[config.mk]
export PLATFORM = sky130hd
export DESIGN_NAME = seg7_scan_decoder
export DESIGN_NICKNAME = d
export VERILOG_FILES = /design/src/rtl/seg7_scan_decoder.sv
export SDC_FILE = /design/constraint.sdc
export NUM_CORES = 1
export LEC_CHECK = 0
export CORE_MARGIN = 3
export CORE_UTILIZATION = 30
export CTS_CLUSTER_DIAMETER = 120
export DETAILED_ROUTE_END_ITERATION = 8
export GPL_ROUTABILITY_DRIVEN = 1
export GPL_TIMING_DRIVEN = 1
export PLACE_DENSITY = 0.49
export SLEW_MARGIN = 30
export SYNTH_ARGS = -nofsm -noshare
export SYNTH_HDL_FRONTEND = slang
export SYNTH_SLANG_ARGS = --single-unit
export TNS_END_PERCENT = 10
[constraint.sdc]
create_clock -name i_clk -period 4.91 [get_ports i_clk]
set_input_delay 1.473 -clock i_clk [delete_from_list [all_inputs] [get_ports i_clk]]
set_output_delay 1.473 -clock i_clk [all_outputs]
set_load 0.03 [all_outputs]
[src/rtl/seg7_scan_decoder.sv]
// Recovers hex digits from a multiplexed active-low 7-segment display bus.
// Synchronise, filter for stability, decode, and age out stale digits.
module seg7_scan_decoder #(
    parameter int DIGITS         = 4,
    parameter int STABLE_CYCLES  = 8,
    parameter int TIMEOUT_CYCLES = 65536
) (
    input  logic                  i_clk,
    input  logic                  i_rst,
    input  logic [6:0]            iv_seg,
    input  logic [DIGITS-1:0]     iv_an,
    output logic [4*DIGITS-1:0]   ov_digits,
    output logic [DIGITS-1:0]     ov_valid,
    output logic [DIGITS-1:0]     ov_blank,
    output logic                  o_update,
    output logic [2:0]            ov_index,
    output logic                  o_error
);

    localparam int SW = DIGITS + 7;
    localparam int CW = $clog2(STABLE_CYCLES);
    localparam int AW = $clog2(TIMEOUT_CYCLES + 1);
    localparam logic [CW-1:0] CNT_LAST = CW'(STABLE_CYCLES - 1);
    localparam logic [AW-1:0] AGE_MAX  = AW'(TIMEOUT_CYCLES);

    typedef enum logic [1:0] {
        IDLE,
        SETTLE,
        HELD
    } state_e;

    logic [SW-1:0] meta_q;
    logic [SW-1:0] sync_q;
    logic [SW-1:0] prev_q;

    state_e        state_q, state_d;
    logic [CW-1:0] cnt_q, cnt_d;
    logic          accept;

    logic [4*DIGITS-1:0]       digits_q, digits_d;
    logic [DIGITS-1:0]         valid_q, valid_d;
    logic [DIGITS-1:0]         blank_q, blank_d;
    logic                      update_q, update_d;
    logic                      error_q, error_d;
    logic [2:0]                index_q, index_d;
    logic [DIGITS-1:0][AW-1:0] age_q, age_d;

    logic [6:0]        pat;
    logic [DIGITS-1:0] an_s;
    logic [3:0]        en_cnt;
    logic [2:0]        en_idx;
    logic [4:0]        lut;
    logic              one_acc;
    logic              multi_acc;

    // Returns {hit, value} for a legal active-high glyph pattern.
    function automatic logic [4:0] glyph_lookup(input logic [6:0] p);
        logic [4:0] r;
        r = 5'h00;
        case (p)
            7'h7E: r = {1'b1, 4'h0};
            7'h30: r = {1'b1, 4'h1};
            7'h6D: r = {1'b1, 4'h2};
            7'h79: r = {1'b1, 4'h3};
            7'h33: r = {1'b1, 4'h4};
            7'h5B: r = {1'b1, 4'h5};
            7'h5F: r = {1'b1, 4'h6};
            7'h70: r = {1'b1, 4'h7};
            7'h7F: r = {1'b1, 4'h8};
            7'h73: r = {1'b1, 4'h9};
            7'h77: r = {1'b1, 4'hA};
            7'h1F: r = {1'b1, 4'hB};
            7'h4E: r = {1'b1, 4'hC};
            7'h3D: r = {1'b1, 4'hD};
            7'h4F: r = {1'b1, 4'hE};
            7'h47: r = {1'b1, 4'hF};
            default: r = 5'h00;
        endcase
        return r;
    endfunction

    assign pat  = ~sync_q[6:0];
    assign an_s = sync_q[SW-1:7];
    assign lut  = glyph_lookup(pat);

    always_comb begin
        state_d = state_q;
        cnt_d   = cnt_q;
        accept  = 1'b0;
        if (sync_q != prev_q) begin
            state_d = SETTLE;
            cnt_d   = '0;
        end else if (state_q == SETTLE) begin
            if (cnt_q == CNT_LAST) begin
                accept  = 1'b1;
                state_d = HELD;
            end else begin
                cnt_d = cnt_q + 1'b1;
            end
        end
    end

    always_comb begin
        en_cnt = 4'd0;
        en_idx = 3'd0;
        for (int i = 0; i < DIGITS; i++) begin
            if (!an_s[i]) begin
                en_cnt = en_cnt + 4'd1;
                en_idx = 3'(i);
            end
        end
    end

    assign one_acc   = accept && (en_cnt == 4'd1);
    assign multi_acc = accept && (en_cnt > 4'd1);

    always_comb begin
        digits_d = digits_q;
        valid_d  = valid_q;
        blank_d  = blank_q;
        index_d  = index_q;
        update_d = 1'b0;
        error_d  = 1'b0;
        age_d    = age_q;
        for (int i = 0; i < DIGITS; i++) begin
            if (age_q[i] != AGE_MAX) begin
                age_d[i] = age_q[i] + 1'b1;
            end
            if (age_d[i] == AGE_MAX) begin
                valid_d[i] = 1'b0;
            end
            // An accept on this digit overrides a same-cycle timeout.
            if (one_acc && !an_s[i]) begin
                age_d[i] = '0;
                if (lut[4]) begin
                    digits_d[4*i +: 4] = lut[3:0];
                    valid_d[i]         = 1'b1;
                    blank_d[i]         = 1'b0;
                end else if (pat == 7'h00) begin
                    digits_d[4*i +: 4] = 4'h0;
                    valid_d[i]         = 1'b1;
                    blank_d[i]         = 1'b1;
                end else begin
                    valid_d[i] = 1'b0;
                    blank_d[i] = 1'b0;
                end
            end
        end
        if (multi_acc) begin
            error_d = 1'b1;
            index_d = 3'd0;
        end else if (one_acc) begin
            index_d = en_idx;
            if (lut[4] || (pat == 7'h00)) begin
                update_d = 1'b1;
            end else begin
                error_d = 1'b1;
            end
        end
    end

    always_ff @(posedge i_clk or posedge i_rst) begin
        if (i_rst) begin
            meta_q   <= '0;
            sync_q   <= '0;
            prev_q   <= '0;
            state_q  <= IDLE;
            cnt_q    <= '0;
            digits_q <= '0;
            valid_q  <= '0;
            blank_q  <= '0;
            update_q <= 1'b0;
            error_q  <= 1'b0;
            index_q  <= 3'd0;
            age_q    <= '0;
        end else begin
            meta_q   <= {iv_an, iv_seg};
            sync_q   <= meta_q;
            prev_q   <= sync_q;
            state_q  <= state_d;
            cnt_q    <= cnt_d;
            digits_q <= digits_d;
            valid_q  <= valid_d;
            blank_q  <= blank_d;
            update_q <= update_d;
            error_q  <= error_d;
            index_q  <= index_d;
            age_q    <= age_d;
        end
    end

    assign ov_digits = digits_q;
    assign ov_valid  = valid_q;
    assign ov_blank  = blank_q;
    assign o_update  = update_q;
    assign o_error   = error_q;
    assign ov_index  = index_q;

endmodule

=== Yosys cells after proc, flatten, opt, wreduce, memory -nomap -nowiden ===
Cells that the tools add are included.

* Bits in registers: 135
* Input bits: 13
* Output and inout bits: 29

* Add/sub/neg operators: 8
* Order comparisons: 1
* Equal/unequal tests: 29
* Muxes and demuxes: 46
* Bitwise operators: 1
* Reduce and logical (&&, ||, !) cells: 26

{| class="wikitable"
|+ Operators with widths
! operator !! count
|-
| $mux 17 || 8
|-
| $eq 7x7->1 const B || 12
|-
| $pmux 5 s16 || 1
|-
| $add 17x1->17 const B || 4
|-
| $eq 17x17->1 const B || 4
|-
| $ne 17x17->1 const B || 4
|-
| $mux 1 || 22
|-
| $eq 7x6->1 const B || 3
|-
| $mux 3 || 7
|-
| $mux 4 || 5
|-
| $reduce_bool 2->1 || 8
|-
| $add 4x1->4 const B || 3
|-
| $reduce_and 2->1 || 6
|-
| $ne 11x11->1 || 1
|-
| $eq 7x5->1 const B || 1
|-
| $logic_not 7->1 || 1
|-
| $not 7->7 || 1
|-
| $logic_and 1x1->1 || 6
|-
| $mux 2 || 3
|-
| $eq 4x1->1 const B || 1
|-
| $gt 4x1->1 const B || 1
|-
| $logic_not 1->1 || 4
|-
| $add 3x1->3 const B || 1
|-
| $eq 3x3->1 const B || 1
|-
| 3 further kinds || 3
|}

=== Depth between registers and ports, before layout ===
Gate-level depths: netlist of the first run.

* Word-level depth: 11
* Depth in mapped cells: 12
* Gate-level depth less buffers: 10

=== Worst setup path after synthesis of the first run ===
Ideal clock, no wire load.

* Path kind: flip-flop to flip-flop
* From: register sync_q[8]
* To: register digits_q[3], in the netlist ov_digits[3]
* Setup time: 0.125 ns
* Arrival time: 2.573 ns
* Required time: 4.785 ns
* Path slack: 2.211 ns
* Stages on the path, launching flop included: 11
* Buffers on the path: 1
* Clock period less this slack: 2.699 ns
* Path through: dfrtp_1 -> inv_1 -> ha_1 -> xnor2_2 -> ha_1 -> nor2_1 -> a32oi_1 -> buf_2 -> or4_1 -> o21ai_0 -> o21ai_1

* Cells in the longest elaborated chain, start to end: 9
* Elaborated cells between the ends (all ways): 11
* Those cells by class: add/sub: 2; eq/ne: 2; mux: 4; reduce/logical: 3

{| class="wikitable"
|+ Ends and longest elaborated chain
! element !! line !! source
|-
| start: declaration || 33 || <nowiki>logic [SW-1:0] sync_q;</nowiki>
|-
| start signal: assignment || 178 || <nowiki>sync_q <= meta_q;</nowiki>
|-
| $mux 4 || 107 || <nowiki>if (!an_s[i]) begin</nowiki>
|-
| $add 4x1->4 || 108 || <nowiki>en_cnt = en_cnt + 4'd1;</nowiki>
|-
| $mux 4 || 107 ||
|-
| $add 4x1->4 || 108 ||
|-
| $mux 4 || 107 ||
|-
| $eq 4x1->1 || 114 || <nowiki>assign one_acc = accept && (en_cnt == 4'd1);</nowiki>
|-
| $logic_and 1x1->1 * || 114 ||
|-
| $logic_and 1x1->1 * || 133 || <nowiki>if (one_acc && !an_s[i]) begin</nowiki>
|-
| $reduce_and 2->1 (no source line) * || - ||
|-
| end signal: assignment || 182 || <nowiki>digits_q <= digits_d;</nowiki>
|-
| end: declaration || 40 || <nowiki>logic [4*DIGITS-1:0] digits_q, digits_d;</nowiki>
|}

Every way passes the cells marked *; elsewhere a longest branch is shown, timed or not.
A chain may end at the register's enable or synchronous reset.

=== Final worst setup path of the first run ===
* From: register sync_q[8]
* To: register digits_q[1], in the netlist ov_digits[1]

Same word-level chain as after synthesis.

==> reports/results.env, run 1 <==
SYN_AVG_CELL_AREA_UM2=9.54
POST_DRT_VIA_CELL_RATIO=4.78
DP.CELLS=1067
INSERTION_DELAY_PS=420
CP_SLOWEST_CELL='sky130_fd_sc_hd__dfrtp_1'
FINALSETUPVIOLCOUNT=0
FIRST_GLOBAL_VIAS=5052
CORE_UM2=23100
STATUS='completed'
TRITONCTS='done'
POSTSYNTH.TOPFLOPCELL='sky130_fd_sc_hd__dfrtp_1'
POST_SYNTH_MUX_AREA_SHARE_PCT=1.75
SYNTH_NETS=776
NUM_VIAS=5245
GP_CONGESTION=0.785
NUMBER_OF_ROUTED_NETS_WITH_ANTENNA_VIOLATIONS=0
CTS.SINK_COUNT=134
POST_SYNTH_FA_HA_MAJ_AREA_FRACTION_PCT=2.27
HTREE_LEVELS=4
NUMPORTBUFFERS=40
SYNTH_COMPOUND_AREA_SHARE_PCT=8.94
SYNTHSIMPLEGATEAREAFRAC_PCT=25.4
HP-CLASS='register to register'
SYN_TO_FINAL_GROWTH_PCT=18.7
FIN_WORST_SKEW_PS=8.27
CRITPATHTOPFAMILY='adder cells'
ANTENNADIODECOUNT=0
DIEAREA_UM2=25700
FINALWORSTPATHREQUIREDPERIOD_PS=3230
CRIT_PATH_MAX_FANOUT=21
TIMING_WORST_SLEW_PIN_VALUE_PS=869
WORST_SETUP_PATH_START_KIND='register'
SYNTH_SEQ_AREA_SHARE_PCT=46.9
CTS_HOLD_BUFFERS=0
ANTENNA_FOUND_INITIAL=0
SYN_AREA_UM2=7150
CORE.ROWCOUNT=55
POWER_PER_CELL_AREA_nW_PER_UM2=307
DESIGN.FINAL.NETS=799
FMAX_MHz=309
GRT_PASS1_WL_MM=27.5
MAXSLEWHEADROOM_PCT=41.9
CRIT_CHAIN='inv_1, ha_1, xnor2_2, ha_1, nor2_1, a32oi_1, buf_4, nor4_2, buf_4, nand2b_1, a22o_1'
POST-ROUTE-PERIOD-UTIL_PCT=65.9
NUMBER_OF_SYNTHESIZED_FLOPS_WITH_AN_ENABLE_PIN=0
SETUP_SLACK_PS=1680
CRITICAL_PATH_DATA_ARRIVAL_TIME_PS=3530
FP.DIEW_UM=160
REPORT.FINAL.SLEW_VIOL_COUNT=0
POSTCTSRESIZEDCELLS=0
CP.BUFFERS_INVERTERS=3
ROUTE.FINAL.WIRE_LENGTH_MM=16.2
CRITICAL_PATH.ENDPOINT_TYPE='register'
YOSYS.CELL_TYPES.COUNT=68
POST_LAYOUT_NONFILLER_INSTANCES=1098
GATE_COUNT_POST_SYNTH=750
WL_PER_CELL_UM=14.8
RSZ0062_AT_GRT='false'
SYNTHXORXNORAREAFRAC_PCT=10.8
CRITICAL_PATH_CLASS='register to register'
FIRST_DRT_ITERATION_DRCS=342
VDD_DROP_MAX_V=0.000167
SYNTH-SEQ-CELLS=134
CTS_POST_SETUP_BUFFERS_INSERTED=0
YOSYS_TOP_CELL_BY_AREA='sky130_fd_sc_hd__dfrtp_1'
DETAIL_ROUTE.FIRST_PASS.ITERATIONS=5
CTS_ROOT_BUF='sky130_fd_sc_hd__clkbuf_16'
DRC=0
FIN_SETUP_TNS_PS=0
SYNTH.TOP_CELLS.BY_AREA='sky130_fd_sc_hd__dfrtp_1 (47%), sky130_fd_sc_hd__nor2_1 (6.4%), sky130_fd_sc_hd__xor2_1 (5.6%)'
HPWLAFTERDP_MM=11.6
GLOBAL_ROUTE.USAGE.TOTAL_PCT=13.2
TOTAL_LEAKAGE_POWER_nW=3.42
YOSYS.AREA.TOP_TYPE_SHARE_PCT=46.9
FINALHOLDVIOLCOUNT=0
WORST_SLACK_AT_PLACEMENT_PS=1720
INITIAL_UTILIZATION_PCT=31.0
WORST_EP_REQUIRED_TIME_PS=5210
IOPINCOUNT=42
YOSYS_WARNINGS=0
GRT.OVERFLOW.TOTAL=0
CLKTRANSATPATHREGS_PS=60
CPPEAKSTAGEDELAY_PS=500
MAXIMUM_CAPACITANCE_VIOLATIONS=0
CTS_BUFFERS=17
CTSLONGESTPATHBUFFERS=2
LAYOUT-DRIVE-GT1-SHARE_PCT=7.52
SYNTH_TOP_FAMILY_BY_AREA='simple AND/OR/NAND/NOR gates'
GRT_START_MAX_NET_PINS=68
DIE_H_UM=160
SYNTH_ASYNC_SR_FLOP_SHARE_PCT=100
==> worst register-to-register path, cell delays in order (launching register included) <==
cell                       delay (ps)
sky130_fd_sc_hd__dfrtp_1          500
sky130_fd_sc_hd__inv_1             80
sky130_fd_sc_hd__ha_1             370
sky130_fd_sc_hd__xnor2_2          410
sky130_fd_sc_hd__ha_1             310
sky130_fd_sc_hd__nor2_1           100
sky130_fd_sc_hd__a32oi_1          170
sky130_fd_sc_hd__buf_4            270
sky130_fd_sc_hd__nor4_2           220
sky130_fd_sc_hd__buf_4            290
sky130_fd_sc_hd__nand2b_1         170
sky130_fd_sc_hd__a22o_1           220
==> metal layers <==
metal | routed length (um) | track usage [%] | part of all wire (%)
met1 | 8470 | 19.7 | 52
met2 | 7150 | 19.3 | 44
met3 | 453 | 2.94 | 2.8
met4 | 150 | 3.31 | 0.92
met5 | 0 | 0 | 0
==> cell usage after synthesis, types with 3 or more instances <==
| cell | number |
|---|---|
| sky130_fd_sc_hd__nor4bb_1 | 3 |
| sky130_fd_sc_hd__or3_1 | 4 |
| sky130_fd_sc_hd__nor2_1 | 122 |
| sky130_fd_sc_hd__and3_1 | 10 |
| sky130_fd_sc_hd__clkbuf_1 | 31 |
| sky130_fd_sc_hd__a22oi_1 | 3 |
| sky130_fd_sc_hd__nor4_4 | 3 |
| sky130_fd_sc_hd__ha_1 | 13 |
| sky130_fd_sc_hd__or4_1 | 8 |
| sky130_fd_sc_hd__buf_2 | 9 |
| sky130_fd_sc_hd__mux2_2 | 3 |
| sky130_fd_sc_hd__and4_1 | 7 |
| sky130_fd_sc_hd__nor2b_1 | 6 |
| sky130_fd_sc_hd__and2_1 | 3 |
| sky130_fd_sc_hd__dfrtp_1 | 134 |
| sky130_fd_sc_hd__xor2_1 | 46 |
| sky130_fd_sc_hd__o31ai_1 | 4 |
| sky130_fd_sc_hd__inv_1 | 23 |
| sky130_fd_sc_hd__nor3_1 | 25 |
| sky130_fd_sc_hd__a21oi_1 | 7 |
| sky130_fd_sc_hd__nand4_1 | 24 |
| sky130_fd_sc_hd__nand2b_1 | 13 |
| sky130_fd_sc_hd__nand3b_1 | 5 |
| sky130_fd_sc_hd__mux2i_1 | 8 |
| sky130_fd_sc_hd__nand3_1 | 42 |
| sky130_fd_sc_hd__o22ai_1 | 3 |
| sky130_fd_sc_hd__nor4_1 | 20 |
| sky130_fd_sc_hd__nand2_1 | 35 |
| sky130_fd_sc_hd__a31oi_1 | 8 |
| sky130_fd_sc_hd__o211ai_1 | 4 |
| sky130_fd_sc_hd__xnor2_1 | 40 |
| sky130_fd_sc_hd__a22o_1 | 8 |
| sky130_fd_sc_hd__o2bb2ai_1 | 6 |
| sky130_fd_sc_hd__o21ai_0 | 24 |
| sky130_fd_sc_hd__a2111oi_0 | 4 |
==> final cells by class <==
type | instances | area (um2)
Clock buffer | 20 | 467
Clock inverter | 11 | 174
Fill cell | 2338 | 14600
Inverter | 24 | 93.8
Multi-Input combinational cell | 548 | 3540
Sequential cell | 134 | 3350
Tap cell | 313 | 392
Timing Repair Buffer | 48 | 473
==> stage by stage <==
step / instance area (um2) / utilization, % / power, mW / hold WS, ps
floorplan: 7160 / - / 1.23 / 331
global placement: 7850 / 34.0 / 1.26 / 339
detailed placement: 7850 / 34.0 / 1.26 / 338
CTS: 8490 / 36.8 / 2.65 / 353
global route: 8490 / 36.8 / 2.72 / 360
finish: 8490 / 36.8 / 2.61 / 348
==> cells in the final DEF, fill, tap and decap left out, types with 5 or more instances in the layout <==
| cell | synthesis | final |
|---|---|---|
| sky130_fd_sc_hd__nand4_1 | 24 | 24 |
| sky130_fd_sc_hd__xor2_1 | 46 | 46 |
| sky130_fd_sc_hd__a22o_1 | 8 | 8 |
| sky130_fd_sc_hd__nor4_1 | 20 | 18 |
| sky130_fd_sc_hd__ha_1 | 13 | 13 |
| sky130_fd_sc_hd__nor3_1 | 25 | 25 |
| sky130_fd_sc_hd__mux2i_1 | 8 | 8 |
| sky130_fd_sc_hd__nor2_1 | 122 | 122 |
| sky130_fd_sc_hd__o21ai_0 | 24 | 24 |
| sky130_fd_sc_hd__nand2_1 | 35 | 35 |
| sky130_fd_sc_hd__clkdlybuf4s50_1 | 0 | 40 |
| sky130_fd_sc_hd__nand3b_1 | 5 | 5 |
| sky130_fd_sc_hd__and3_1 | 10 | 10 |
| sky130_fd_sc_hd__inv_1 | 23 | 22 |
| sky130_fd_sc_hd__or4_1 | 8 | 8 |
| sky130_fd_sc_hd__xnor2_1 | 40 | 40 |
| sky130_fd_sc_hd__a21oi_1 | 7 | 7 |
| sky130_fd_sc_hd__nand3_1 | 42 | 42 |
| sky130_fd_sc_hd__clkbuf_16 | 0 | 17 |
| sky130_fd_sc_hd__o2bb2ai_1 | 6 | 6 |
| sky130_fd_sc_hd__buf_4 | 1 | 7 |
| sky130_fd_sc_hd__a31oi_1 | 8 | 8 |
| sky130_fd_sc_hd__and4_1 | 7 | 7 |
| sky130_fd_sc_hd__nor2b_1 | 6 | 6 |
| sky130_fd_sc_hd__dfrtp_1 | 134 | 134 |
| sky130_fd_sc_hd__nand2b_1 | 13 | 13 |
==> power breakdown <==
group | internal (mW) | total, mW | switching (mW)
registers | 1.12 | 1.14 | 0.0204
logic | 0.0350 | 0.101 | 0.0661
clock network | 0.889 | 1.37 | 0.479
==> flip-flops by register name, indices dropped and copies added (netlist names) <==
name       cells
cnt_q          3
o_error        1
prev_q        11
o_update       1
meta_q        11
ov_blank       4
ov_index       2
ov_valid       4
ov_digits     16
state_q        2
age_q         68
sync_q        11
==> logic make-up after synthesis <==
logic type | Yosys count
multiplexers | 12
XOR/XNOR | 87
adder cells (fa/ha/maj) | 13
buffers and inverters | 68
AO/OA/AOI/OAI | 91
other | 1
AND/OR/NAND/NOR | 344
flip-flops | 134
==> worst paths after layout <==
path | endpoint | cells after the start | from | slack [ps]
worst max-delay path | ov_digits[1] | 11 | sync_q[8] | 1680
min in group asynchronous | age_q[10] | 2 | i_rst | 1530
worst min register to register | sync_q[7] | 0 | meta_q[7] | 350
worst max register to register | ov_digits[1] | 11 | sync_q[8] | 1680
worst min-delay path | sync_q[7] | 0 | meta_q[7] | 350
max in group asynchronous | age_q[26] | 3 | i_rst | 2580
(Power assumes the default switching activity.)
==> inputs of run 2 (changes only) <==
clock period = 2.6 ns   (was 4.91 ns; I/O delays follow)
==> run 2 against run 1 <==
Net effect: utilization increased by 2.2 points; sequential cell count unchanged; setup slack got worse by 1600 ps; final cell count increased by 4.6%; count of clock-buffer cells in the layout decreased by 2; non-clock buffer count increased by 50; final area increased by 6.0%; highest routed layer unchanged.
==> reports/results.env, run 2 (same netlist as run 1, synthesis figures left out) <==
WORSTREG2REGEND='ov_valid[0]'
WORST_SETUP_PATH_START_KIND='register'
WORST_EP_REQUIRED_TIME_PS=2890
CLKTRANSATPATHREGS_PS=60
CP_SLOWEST_CELL='sky130_fd_sc_hd__or3b_2'
ANTENNA_FOUND_INITIAL=0
DIE_H_UM=160
GRT_START_MAX_NET_PINS=71
MAXSLEWHEADROOM_PCT=63.5
IOPINCOUNT=42
FINAL_CELL_MIX='sky130_fd_sc_hd__dfrtp_1 (134), sky130_fd_sc_hd__nor2_1 (121), sky130_fd_sc_hd__buf_4 (52)'
DIEAREA_UM2=25700
CORE_UM2=23100
STATUS='completed'
FINALHOLDVIOLCOUNT=0
MOSTFREQUENTLAYOUTCELL='sky130_fd_sc_hd__dfrtp_1'
LAYOUT-DRIVE-GT1-SHARE_PCT=14.6
CTS.SINK_COUNT=134
REG2REGPATHDEPTH=6
ANTENNADIODECOUNT=0
NUMBER_OF_ROUTED_NETS_WITH_ANTENNA_VIOLATIONS=0
POST-ROUTE-PERIOD-UTIL_PCT=96.0
CTSLONGESTPATHBUFFERS=2
INSERTION_DELAY_PS=420
FINALWORSTPATHREQUIREDPERIOD_PS=2500
DETAILED_PLACE.AREA_UM2=8250
HP-CLASS='register to register'
HPWLAFTERDP_MM=11.9
STDCELL_AREA_UM2=9000
MIN_DELAY_WORST_ENDPOINT='sync_q[7]'
CRITICAL_PATH.ENDPOINT_TYPE='register'
MAX_FFS_PER_REGISTER=68
FIRST_GLOBAL_VIAS=5443
GRT_PASS1_WL_MM=28.7
CTS_BUFFERS=17
INITIAL_UTILIZATION_PCT=31.0
NUM_VIAS=5510
FINAL_CORE_DENSITY_PCT=39.1
SYN_TO_FINAL_GROWTH_PCT=25.8
CRIT_PATH_MAX_FANOUT=5
FIRST_DRT_ITERATION_DRCS=283
MULTIINPUTGATEAREA_UM2=3640
REPORT.POWER.TOTAL_mW=5.01
GRT.OVERFLOW.TOTAL=0
FIN_WORST_SKEW_PS=8.47
FP.DIEW_UM=160
NUMPORTBUFFERS=40
REGMOSTFLOPS='age_q'
MAXIMUM_CAPACITANCE_VIOLATIONS=0
TIMING_WORST_SLEW_PIN_VALUE_PS=547
FINALSETUPVIOLCOUNT=0
CORE.ROWCOUNT=55
ROUTE.FINAL.WIRE_LENGTH_MM=16.8
CPPEAKSTAGEDELAY_PS=510
WORST-R2R-SETUP-SLACK_PS=100
HTREE_LEVELS=4
TOTAL_LEAKAGE_POWER_nW=3.70
R2R-START='age_q[15]'
RSZ0062_AT_GRT='false'
FILLERINSTANCES=2327
TRITONCTS='done'
DESIGN.FINAL.NETS=849
HOLD_PATH.STARTPOINT='meta_q[7]'
CRIT_CHAIN='or3b_2, nor4_1, nand4_1, or4_1, a2111oi_1, o21ai_0'
CTS_ROOT_BUF='sky130_fd_sc_hd__clkbuf_16'
FMAX_MHz=401
GLOBAL_ROUTE.USAGE.TOTAL_PCT=13.7
WL_PER_CELL_UM=14.6
REPORT.FINAL.SLEW_VIOL_COUNT=0
CRITICAL_PATH_DATA_ARRIVAL_TIME_PS=2780
DETAIL_ROUTE.FIRST_PASS.ITERATIONS=4
REGISTER_AREA_UM2=3350
GP_CONGESTION=0.826
CRITICAL_PATH_CLASS='register to register'
POST_DRT_VIA_CELL_RATIO=4.80
VDD_DROP_MAX_V=0.000396
HOLD_PATH_DEPTH=0
DRC=0
POWER_PER_CELL_AREA_nW_PER_UM2=557
## run 2: cell count changes in the layout (fill, tap and decap cells not counted), moves of 3 or more
cell,previous run,this run
sky130_fd_sc_hd__buf_6,0,3
sky130_fd_sc_hd__a2111oi_1,0,3
sky130_fd_sc_hd__a2111oi_0,4,1
sky130_fd_sc_hd__buf_4,7,52
## run 2: critical path: cells and delay by family, from the launching register on
family / cells / cell delay, ps
and+or+nand+nor: 4 / 1300
DFF: 1 / 420
AOI/OAI and AO/OA: 2 / 630
## run 2: final cells by class
| class | count | area share, % |
|---|---|---|
| clock inverters | 14 | 2.22 |
| flip-flops and latches | 134 | 37.2 |
| repair buffers | 98 | 9.83 |
| clock buffers | 18 | 4.88 |
| multi-input cells | 548 | 40.4 |
| well taps | 313 | 4.35 |
| inverters | 24 | 1.04 |
## run 2: repair_timing
item / CTS / global route
buffers inserted: 0 / 3
pin swaps: 0 / 11
hold buffers: 0 / 0
setup endpoints to repair: 46 / 92
gates resized for setup: 3 / 23
## run 2: how the worst max path moves through the flow
stage          startpoint      endpoint  slack (ps)  cells past startpoint
5_1_grt         age_q[17]   ov_valid[1]           6                      8
2_1_floorplan   sync_q[8]  ov_digits[3]        -100                     10
6_report        age_q[15]   ov_valid[0]         100                      6
3_3_place_gp    age_q[15]   ov_valid[0]         -70                      6
3_5_place_dp    sync_q[8]  ov_digits[7]        -100                     11
4_1_cts         sync_q[8]  ov_digits[7]         -70                     11
## run 2: metal layers
| layer | up-vias | wire length [um] | global-route usage [%] |
|---|---|---|---|
| met5 | - | 0 | 0 |
| met3 | 19 | 434 | 3.04 |
| li1 | 2789 | - | - |
| met2 | 52 | 7420 | 20.5 |
| met1 | 2650 | 8640 | 19.6 |
| met4 | 0 | 278 | 4.42 |
## run 2: report_power, final
part / internal [mW] / leakage, nW / switching [mW]
registers: 2.11 / 1.73 / 0.0163
logic: 0.113 / 1.67 / 0.170
clock network: 1.64 / 0.303 / 0.962
total: 3.86 / 3.70 / 1.15
## run 2: per-stage QoR
stage	setup TNS, ps	std cells	hold slack (ps)	setup slack [ps]
final	0	1149	347	104
after global routing	0	1149	351	6.38
after CTS	-365	1147	349	-69.4
after global placement	-878	1115	332	-68.6
after floorplan	-1900	750	331	-98.6
after detailed placement	-1750	1115	335	-104
